### src/rtl/pulse_seq_pkg.sv
// rtl/pulse_seq_pkg.sv - shared types, widths and segment helpers for the pulse sequencer
package pulse_seq_pkg;

    localparam int CW = 16;
    localparam int AW = 12;

    typedef enum logic [2:0] {
        SEG_IDLE  = 3'd0,
        SEG_DELAY = 3'd1,
        SEG_RISE  = 3'd2,
        SEG_HIGH  = 3'd3,
        SEG_FALL  = 3'd4,
        SEG_LOW   = 3'd5
    } seg_e;

    typedef struct packed {
        logic [CW-1:0] td;
        logic [CW-1:0] tr;
        logic [CW-1:0] th;
        logic [CW-1:0] tf;
        logic [CW-1:0] tl;
        logic [AW-1:0] iv;
        logic [AW-1:0] pv;
        logic [AW-1:0] step;
        logic [CW-1:0] cycles;
    } cfg_t;

    function automatic logic [CW-1:0] seg_dur(seg_e s, cfg_t c);
        case (s)
            SEG_DELAY: seg_dur = c.td;
            SEG_RISE:  seg_dur = c.tr;
            SEG_HIGH:  seg_dur = c.th;
            SEG_FALL:  seg_dur = c.tf;
            SEG_LOW:   seg_dur = c.tl;
            default:   seg_dur = '0;
        endcase
    endfunction

    function automatic seg_e seg_after(seg_e s);
        case (s)
            SEG_RISE: seg_after = SEG_HIGH;
            SEG_HIGH: seg_after = SEG_FALL;
            SEG_FALL: seg_after = SEG_LOW;
            default:  seg_after = SEG_RISE;
        endcase
    endfunction

    // First segment with nonzero duration, scanning the period cyclically from start.
    function automatic seg_e first_active(seg_e start, cfg_t c);
        seg_e s;
        s = start;
        first_active = SEG_IDLE;
        for (int i = 0; i < 4; i++) begin
            if (first_active == SEG_IDLE && seg_dur(s, c) != '0)
                first_active = s;
            s = seg_after(s);
        end
    endfunction

    function automatic seg_e last_active(cfg_t c);
        if (c.tl != '0)      last_active = SEG_LOW;
        else if (c.tf != '0) last_active = SEG_FALL;
        else if (c.th != '0) last_active = SEG_HIGH;
        else if (c.tr != '0) last_active = SEG_RISE;
        else                 last_active = SEG_IDLE;
    endfunction

    // One ramp step toward tgt; the extra bit turns overflow/underflow into a clamp.
    function automatic logic [AW-1:0] ramp_step(logic [AW-1:0] cur, logic [AW-1:0] tgt,
                                                logic [AW-1:0] step, logic up);
        logic [AW:0] sum;
        if (up) begin
            sum = {1'b0, cur} + {1'b0, step};
            ramp_step = (sum > {1'b0, tgt}) ? tgt : sum[AW-1:0];
        end else begin
            sum = {1'b0, cur} - {1'b0, step};
            ramp_step = (sum[AW] || sum[AW-1:0] < tgt) ? tgt : sum[AW-1:0];
        end
    endfunction

endpackage

### src/rtl/pulse_seq_if.sv
// rtl/pulse_seq_if.sv - configuration channel between stimulus controller and sequencer
interface pulse_seq_if;
    import pulse_seq_pkg::*;

    logic          cfg_valid;
    logic          cfg_ready;
    logic [CW-1:0] cfg_td, cfg_tr, cfg_th, cfg_tf, cfg_tl, cfg_cycles;
    logic [AW-1:0] cfg_iv, cfg_pv, cfg_step;

    modport master (
        output cfg_valid, cfg_td, cfg_tr, cfg_th, cfg_tf, cfg_tl, cfg_cycles,
               cfg_iv, cfg_pv, cfg_step,
        input  cfg_ready
    );

    modport slave (
        input  cfg_valid, cfg_td, cfg_tr, cfg_th, cfg_tf, cfg_tl, cfg_cycles,
               cfg_iv, cfg_pv, cfg_step,
        output cfg_ready
    );
endinterface

### src/rtl/pulse_seq_seg_timer.sv
// rtl/pulse_seq_seg_timer.sv - loadable segment down-counter shared by all segments
module pulse_seq_seg_timer
    import pulse_seq_pkg::*;
(
    input  logic          clk,
    input  logic          rst,
    input  logic          load,
    input  logic [CW-1:0] dur,
    output logic          last,
    output logic          last_next
);
    logic [CW-1:0] cnt;
    logic          dur_zero;

    // cnt holds the cycles remaining after the current one, so zero marks the last cycle.
    assign dur_zero  = (dur == '0);
    assign last      = (cnt == '0);
    assign last_next = load ? (dur <= CW'(1)) : (cnt <= CW'(1));

    always_ff @(posedge clk or posedge rst) begin
        if (rst)
            cnt <= '0;
        else if (load)
            cnt <= dur_zero ? '0 : dur - CW'(1);
        else if (!last)
            cnt <= cnt - CW'(1);
    end
endmodule

### src/rtl/pulse_seq.sv
// rtl/pulse_seq.sv - trapezoidal pulse sequencer: segment FSM, ramp accumulator, period counter
module pulse_seq
    import pulse_seq_pkg::*;
(
    input  logic          clk,
    input  logic          rst,
    pulse_seq_if.slave    cfg_if,
    input  logic          abort,
    output logic [AW-1:0] level,
    output seg_e          seg,
    output logic          busy,
    output logic          period_tick,
    output logic          done
);
    cfg_t          cfg_q, cfg_in, c_use;
    logic          ready_q, ready_nxt, accept, up, load;
    logic          tmr_last, tmr_last_next, tick_nxt, done_nxt;
    seg_e          seg_nxt;
    logic [AW-1:0] base, level_nxt;
    logic [CW-1:0] pcnt, pcnt_nxt, dur;

    assign cfg_in = '{td: cfg_if.cfg_td, tr: cfg_if.cfg_tr, th: cfg_if.cfg_th,
                      tf: cfg_if.cfg_tf, tl: cfg_if.cfg_tl, iv: cfg_if.cfg_iv,
                      pv: cfg_if.cfg_pv, step: cfg_if.cfg_step, cycles: cfg_if.cfg_cycles};

    assign cfg_if.cfg_ready = ready_q;
    assign accept = ready_q && cfg_if.cfg_valid;
    // On the accepting edge the fresh word drives everything, including the ramp origin.
    assign c_use  = accept ? cfg_in : cfg_q;
    assign base   = accept ? cfg_in.iv : level;
    assign up     = (c_use.pv >= c_use.iv);
    assign dur    = seg_dur(seg_nxt, c_use);

    pulse_seq_seg_timer u_seg_timer (
        .clk       (clk),
        .rst       (rst),
        .load      (load),
        .dur       (dur),
        .last      (tmr_last),
        .last_next (tmr_last_next)
    );

    always_comb begin
        seg_nxt   = seg;
        load      = 1'b0;
        ready_nxt = ready_q;
        done_nxt  = 1'b0;
        pcnt_nxt  = pcnt;
        if (accept) begin
            load      = 1'b1;
            ready_nxt = 1'b0;
            pcnt_nxt  = '0;
            seg_nxt   = (cfg_in.td != '0) ? SEG_DELAY : first_active(SEG_RISE, cfg_in);
            done_nxt  = (seg_nxt == SEG_IDLE);
        end else if (busy) begin
            if (period_tick)
                pcnt_nxt = pcnt + CW'(1);
            if (abort || done) begin
                seg_nxt   = SEG_IDLE;
                ready_nxt = 1'b1;
            end else if (tmr_last) begin
                load     = 1'b1;
                seg_nxt  = (seg == SEG_DELAY) ? first_active(SEG_RISE, cfg_q)
                                              : first_active(seg_after(seg), cfg_q);
                done_nxt = (seg_nxt == SEG_IDLE);
            end
        end else if (!ready_q) begin
            ready_nxt = 1'b1;
        end

        tick_nxt = (seg_nxt != SEG_IDLE) && (seg_nxt == last_active(c_use)) && tmr_last_next;
        done_nxt = done_nxt || (tick_nxt && c_use.cycles != '0 &&
                                (pcnt_nxt + CW'(1)) == c_use.cycles);

        case (seg_nxt)
            SEG_RISE: level_nxt = ramp_step(base, c_use.pv, c_use.step, up);
            SEG_HIGH: level_nxt = c_use.pv;
            SEG_FALL: level_nxt = ramp_step(base, c_use.iv, c_use.step, !up);
            default:  level_nxt = c_use.iv;
        endcase
    end

    always_ff @(posedge clk or posedge rst) begin
        if (rst) begin
            cfg_q       <= '0;
            seg         <= SEG_IDLE;
            level       <= '0;
            busy        <= 1'b0;
            period_tick <= 1'b0;
            done        <= 1'b0;
            ready_q     <= 1'b1;
            pcnt        <= '0;
        end else begin
            if (accept)
                cfg_q <= cfg_in;
            seg         <= seg_nxt;
            level       <= level_nxt;
            busy        <= (seg_nxt != SEG_IDLE);
            period_tick <= tick_nxt;
            done        <= done_nxt;
            ready_q     <= ready_nxt;
            pcnt        <= pcnt_nxt;
        end
    end
endmodule
### src/flat_wrapper.sv
// flat-port wrapper written by rule: the top's interface ports become plain ports
module pulse_seq_flat import pulse_seq_pkg::*;
  (clk, rst, abort, level, seg, busy, period_tick, done, cfg_if_cfg_valid, cfg_if_cfg_td, cfg_if_cfg_tr, cfg_if_cfg_th, cfg_if_cfg_tf, cfg_if_cfg_tl, cfg_if_cfg_cycles, cfg_if_cfg_iv, cfg_if_cfg_pv, cfg_if_cfg_step, cfg_if_cfg_ready);
  pulse_seq_if cfg_if_i ();
  input  logic clk;
  input  logic rst;
  input  logic abort;
  output logic [AW-1:0] level;
  output seg_e seg;
  output logic busy;
  output logic period_tick;
  output logic done;
  input wire logic [$bits(cfg_if_i.cfg_valid)-1:0] cfg_if_cfg_valid;
  input wire logic [$bits(cfg_if_i.cfg_td)-1:0] cfg_if_cfg_td;
  input wire logic [$bits(cfg_if_i.cfg_tr)-1:0] cfg_if_cfg_tr;
  input wire logic [$bits(cfg_if_i.cfg_th)-1:0] cfg_if_cfg_th;
  input wire logic [$bits(cfg_if_i.cfg_tf)-1:0] cfg_if_cfg_tf;
  input wire logic [$bits(cfg_if_i.cfg_tl)-1:0] cfg_if_cfg_tl;
  input wire logic [$bits(cfg_if_i.cfg_cycles)-1:0] cfg_if_cfg_cycles;
  input wire logic [$bits(cfg_if_i.cfg_iv)-1:0] cfg_if_cfg_iv;
  input wire logic [$bits(cfg_if_i.cfg_pv)-1:0] cfg_if_cfg_pv;
  input wire logic [$bits(cfg_if_i.cfg_step)-1:0] cfg_if_cfg_step;
  output wire logic [$bits(cfg_if_i.cfg_ready)-1:0] cfg_if_cfg_ready;
  assign cfg_if_i.cfg_valid = cfg_if_cfg_valid;
  assign cfg_if_i.cfg_td = cfg_if_cfg_td;
  assign cfg_if_i.cfg_tr = cfg_if_cfg_tr;
  assign cfg_if_i.cfg_th = cfg_if_cfg_th;
  assign cfg_if_i.cfg_tf = cfg_if_cfg_tf;
  assign cfg_if_i.cfg_tl = cfg_if_cfg_tl;
  assign cfg_if_i.cfg_cycles = cfg_if_cfg_cycles;
  assign cfg_if_i.cfg_iv = cfg_if_cfg_iv;
  assign cfg_if_i.cfg_pv = cfg_if_cfg_pv;
  assign cfg_if_i.cfg_step = cfg_if_cfg_step;
  assign cfg_if_cfg_ready = cfg_if_i.cfg_ready;
  pulse_seq u_core (.clk(clk), .rst(rst), .cfg_if(cfg_if_i), .abort(abort), .level(level), .seg(seg), .busy(busy), .period_tick(period_tick), .done(done));
endmodule
### config.mk
export PLATFORM = sky130hd
export DESIGN_NAME = pulse_seq_flat
export DESIGN_NICKNAME = d
export VERILOG_FILES = /design/src/rtl/pulse_seq_pkg.sv /design/src/rtl/pulse_seq_if.sv /design/src/rtl/pulse_seq_seg_timer.sv /design/src/rtl/pulse_seq.sv /design/src/flat_wrapper.sv
export SDC_FILE = /design/constraint.sdc
export NUM_CORES = 1
export LEC_CHECK = 0
export ABC_AREA = 0
export CAP_MARGIN = 40
export CELL_PAD_IN_SITES_DETAIL_PLACEMENT = 0
export CELL_PAD_IN_SITES_GLOBAL_PLACEMENT = 1
export CORE_MARGIN = 2
export CORE_UTILIZATION = 45
export CTS_CLUSTER_SIZE = 10
export DETAILED_ROUTE_END_ITERATION = 16
export DONT_BUFFER_PORTS = 1
export PLACE_DENSITY_LB_ADDON = 0.1
export SLEW_MARGIN = 20
export SYNTH_ARGS = -nofsm -noshare
export SYNTH_HDL_FRONTEND = slang
export SYNTH_SLANG_ARGS = --single-unit
export TNS_END_PERCENT = 5
### constraint.sdc
create_clock -name clk -period 25 [get_ports clk]
set_input_delay 2.5 -clock clk [delete_from_list [all_inputs] [get_ports clk]]
set_output_delay 2.5 -clock clk [all_outputs]
set_load 0.005 [all_outputs]
==> flow_summary.json <==
{
  "relSlewSlack": 0.4214,
  "syn_inst": 1503,
  "ir_worst_vdd_mv": 0.06708,
  "syn_avg_cell_area_um2": 8.713,
  "finalMaxSlewViolations": 0,
  "vias": 11335,
  "wirelength_um": 42300,
  "criticalPathCategory": "input pin to flop",
  "io_buffers": 0,
  "antenna_left": 0,
  "hold_viol": 0,
  "max_freq_mhz": 120.5,
  "die-height_um": 174.6,
  "drt-wirelength-per-cell_um": 22.46,
  "syn2layout_area_growth_pct": 8.236,
  "drt_iter0_markers": 1097,
  "final_nets": 1714,
  "vias_per_cell": 6.020,
  "ys.flop_type": "dfrtp_1",
  "rr_startpoint": "u_core.cfg_if.cfg_ready$_DFFE_PP1P_",
  "drc": 0,
  "netlist_area_um2": 13100,
  "cp-start-kind": "input pin",
  "dpl.hpwl_um": 32780,
  "status": "finished, final reports clean",
  "worstSkewPairLatency_ps": 450,
  "grt_pass1_wl_um": 65380,
  "synth_seq_cells": 183,
  "worstMarginPinSlew_ps": 864.8,
  "clockRootBuffer": "clkbuf_16",
  "hold_buffers": 0,
  "cp.required_ps": 25320,
  "post_cts_resized": 0,
  "hold_path.class": "flop to flop",
  "synthTopCellsByArea": "dfrtp_1, ha_1, mux2i_1",
  "top_level_ports": 155,
  "synth_top_area_frac": 0.3478,
  "instances_no_fill": 1883,
  "cts.sinks": 183,
  "placed_cells": 1849,
  "grt_pass1_vias": 11036,
  "powerDensity_nw_per_um2": 145.5,
  "ys_seq_area_frac": 0.3498,
  "drt_pass1_iterations": 8,
  "synth_edf_count": 0,
  "die_w_um": 174.6,
  "post_cts_buffers": 0,
  "synth_top_cell_by_area": "dfrtp_1",
  "dieArea_um2": 30480,
  "hold_slack_ps": 483.5,
  "min_from": "u_core.cfg_q[122]$_DFF_PP0_",
  "grt_overflow": 0,
  "ys_async_sr_fraction": 1.000,
  "antenna_cells": 0,
  "crit_arrival_ps": 8620,
  "cts_buffer_depth": 2,
  "endpoint_kind": "flop",
  "cts_made_buffers": 17,
  "core_area_um2": 28700,
  "synth.distinct_cells": 83,
  "clkTransAtPathRegs_ps": 70,
  "p_leak_uw": 0.006582,
  "grt_max_degree": 76,
  "htreeDepth": 4,
  "grt_usage": 0.2793,
  "finalCritPeriodShare": 0.3318,
  "crit_fanout": 57,
  "fp-row-count": 62,
  "setup_viol": 0,
  "tns_ps": 0,
  "cts_tree": "yes",
  "rsz0062_at_grt": "no",
  "drive_gt1_frac": 0.05804,
  "drv_cap": 0,
  "place_congestion": 0.9067,
  "critPathLaunch": "cfg_if_cfg_valid",
  "skew_ps": 22.34,
  "synthesis.nets": 1730,
  "yosysWarnings": 0,
  "fin_crit_ps": 8296,
  "start_util": 0.4562,
  "antenna_found_initial": 0
}
## placed cells by master (no fill, tap or decap), types with 17 or more instances in the layout
master     Yosys  routed
a211oi_1      21      21
a21o_1        34      34
a21oi_1       66      66
and3_1        28      28
clkbuf_16      0      17
dfrtp_1      182     182
ha_1          89      89
inv_1        144     143
mux2i_1       95      95
nand2_1      191     190
nand3_1       31      31
nand4_1       37      37
nor2_1        72      72
nor3_1        32      31
nor4_1        52      52
o21ai_0       49      49
o22ai_1       27      27
xnor2_1       51      51
xor2_1        23      23
## logic make-up (layout without fill, tap and decap cells)
| logic type | after synthesis | in the layout | synth area share |
|---|---|---|---|
| multiplexers | 97 | 97 | 0.07434 |
| XOR/XNOR | 75 | 75 | 0.05121 |
| flip-flops | 183 | 183 | 0.3498 |
| AO/OA/AOI/OAI | 333 | 333 | 0.1742 |
| buffers and inverters | 197 | 193 | 0.05742 |
| AND/OR/NAND/NOR | 527 | 527 | 0.2049 |
| adder cells (fa/ha/maj) | 91 | 91 | 0.08810 |
## state kept, by name (all words and copies together) (netlist names)
signal / flops
u_core.cfg_q: 132
u_core.pcnt: 16
u_core.u_seg_timer.cnt: 16
u_core.level: 12
u_core.seg: 3
u_core.busy: 1
u_core.cfg_if.cfg_ready: 1
u_core.done: 1
u_core.period_tick: 1
## layout make-up
| cell class | count | area (um^2) |
|---|---|---|
| Clock buffer | 19 | 452.9 |
| Clock inverter | 12 | 161.4 |
| Timing Repair Buffer | 16 | 161.4 |
| Sequential cell | 183 | 4581 |
| Inverter | 146 | 555.5 |
| Tap cell | 384 | 480.5 |
| Multi-Input combinational cell | 1123 | 7781 |
| Fill cell | 2804 | 14530 |
## synth_stat cells (all sizes together), types with 6 or more instances
cell type,n
o31ai,9
o21a,11
a21oi,67
nor3,33
o21ai,51
o21bai,7
a211o,8
xnor2,51
a211oi,22
a22oi,16
a221oi,12
nor2,73
nand2b,10
mux2i,95
buf,20
or3,9
or4,10
a31oi,6
a21o,34
o22ai,28
nor2b,12
clkbuf,31
nor4,56
and4,6
ha,89
o211ai,14
inv,146
xor2,23
nand3,31
a21boi,6
dfrtp,182
or2,8
and2,9
nand2,193
nand4,39
and3,28
## final timing paths
kind,endpoint,slack (ps),cells past startpoint
worst max-delay path,u_core.level[0]$_DFF_PP0_,16700,25
worst max register to register,u_core.level[11]$_DFF_PP0_,17920,22
max in group asynchronous,u_core.u_seg_timer.cnt[15]$_DFFE_PP0P_,21630,3
min in group asynchronous,u_core.cfg_q[4]$_DFF_PP0_,1930,1
worst min register to register,u_core.cfg_q[122]$_DFF_PP0_,480,2
worst min-delay path,u_core.cfg_q[122]$_DFF_PP0_,480,2
## metrics by stage
stage	worst slack (ps)	utilization	cell area (um^2)	total power, uW
after floorplan	14960	-	13100	1389
after global placement	16490	0.4689	13460	1739
after detailed placement	16380	0.4711	13520	1742
after CTS	16820	0.4925	14130	2045
after global routing	16110	0.4938	14170	2231
final	16700	0.4938	14170	2062
## metal layers
metal,vias up,share of wire,wire [um],GRT usage
met5,-,0,0,0
met4,0,0.019,821,0.07326
met3,44,0.074,3136,0.05722
met2,427,0.42,17770,0.4029
met1,5461,0.49,20570,0.4241
li1,5403,-,-,-
## worst max-delay path: stages
cell	delay, ps
nand2_2	200
buf_4	600
a21o_1	240
inv_1	50
ha_1	200
fa_1	460
nor2b_1	130
o21ai_0	120
a21boi_0	330
o21ai_0	170
a21oi_1	190
o21ai_0	120
a21boi_0	260
o21ai_0	170
nand2b_1	120
xnor2_1	170
inv_1	120
ha_1	320
a22o_1	210
nor4_1	180
o21ai_0	120
o2111a_1	280
nor2_1	710
nor2_1	120
a221o_1	370
## report_power, final
part,switching [uW],internal [uW],total (uW)
clock network,129,164,293
registers,74.2,397,471
logic,808,490,1300
Note: power is estimated with default switching activity, not from simulation.
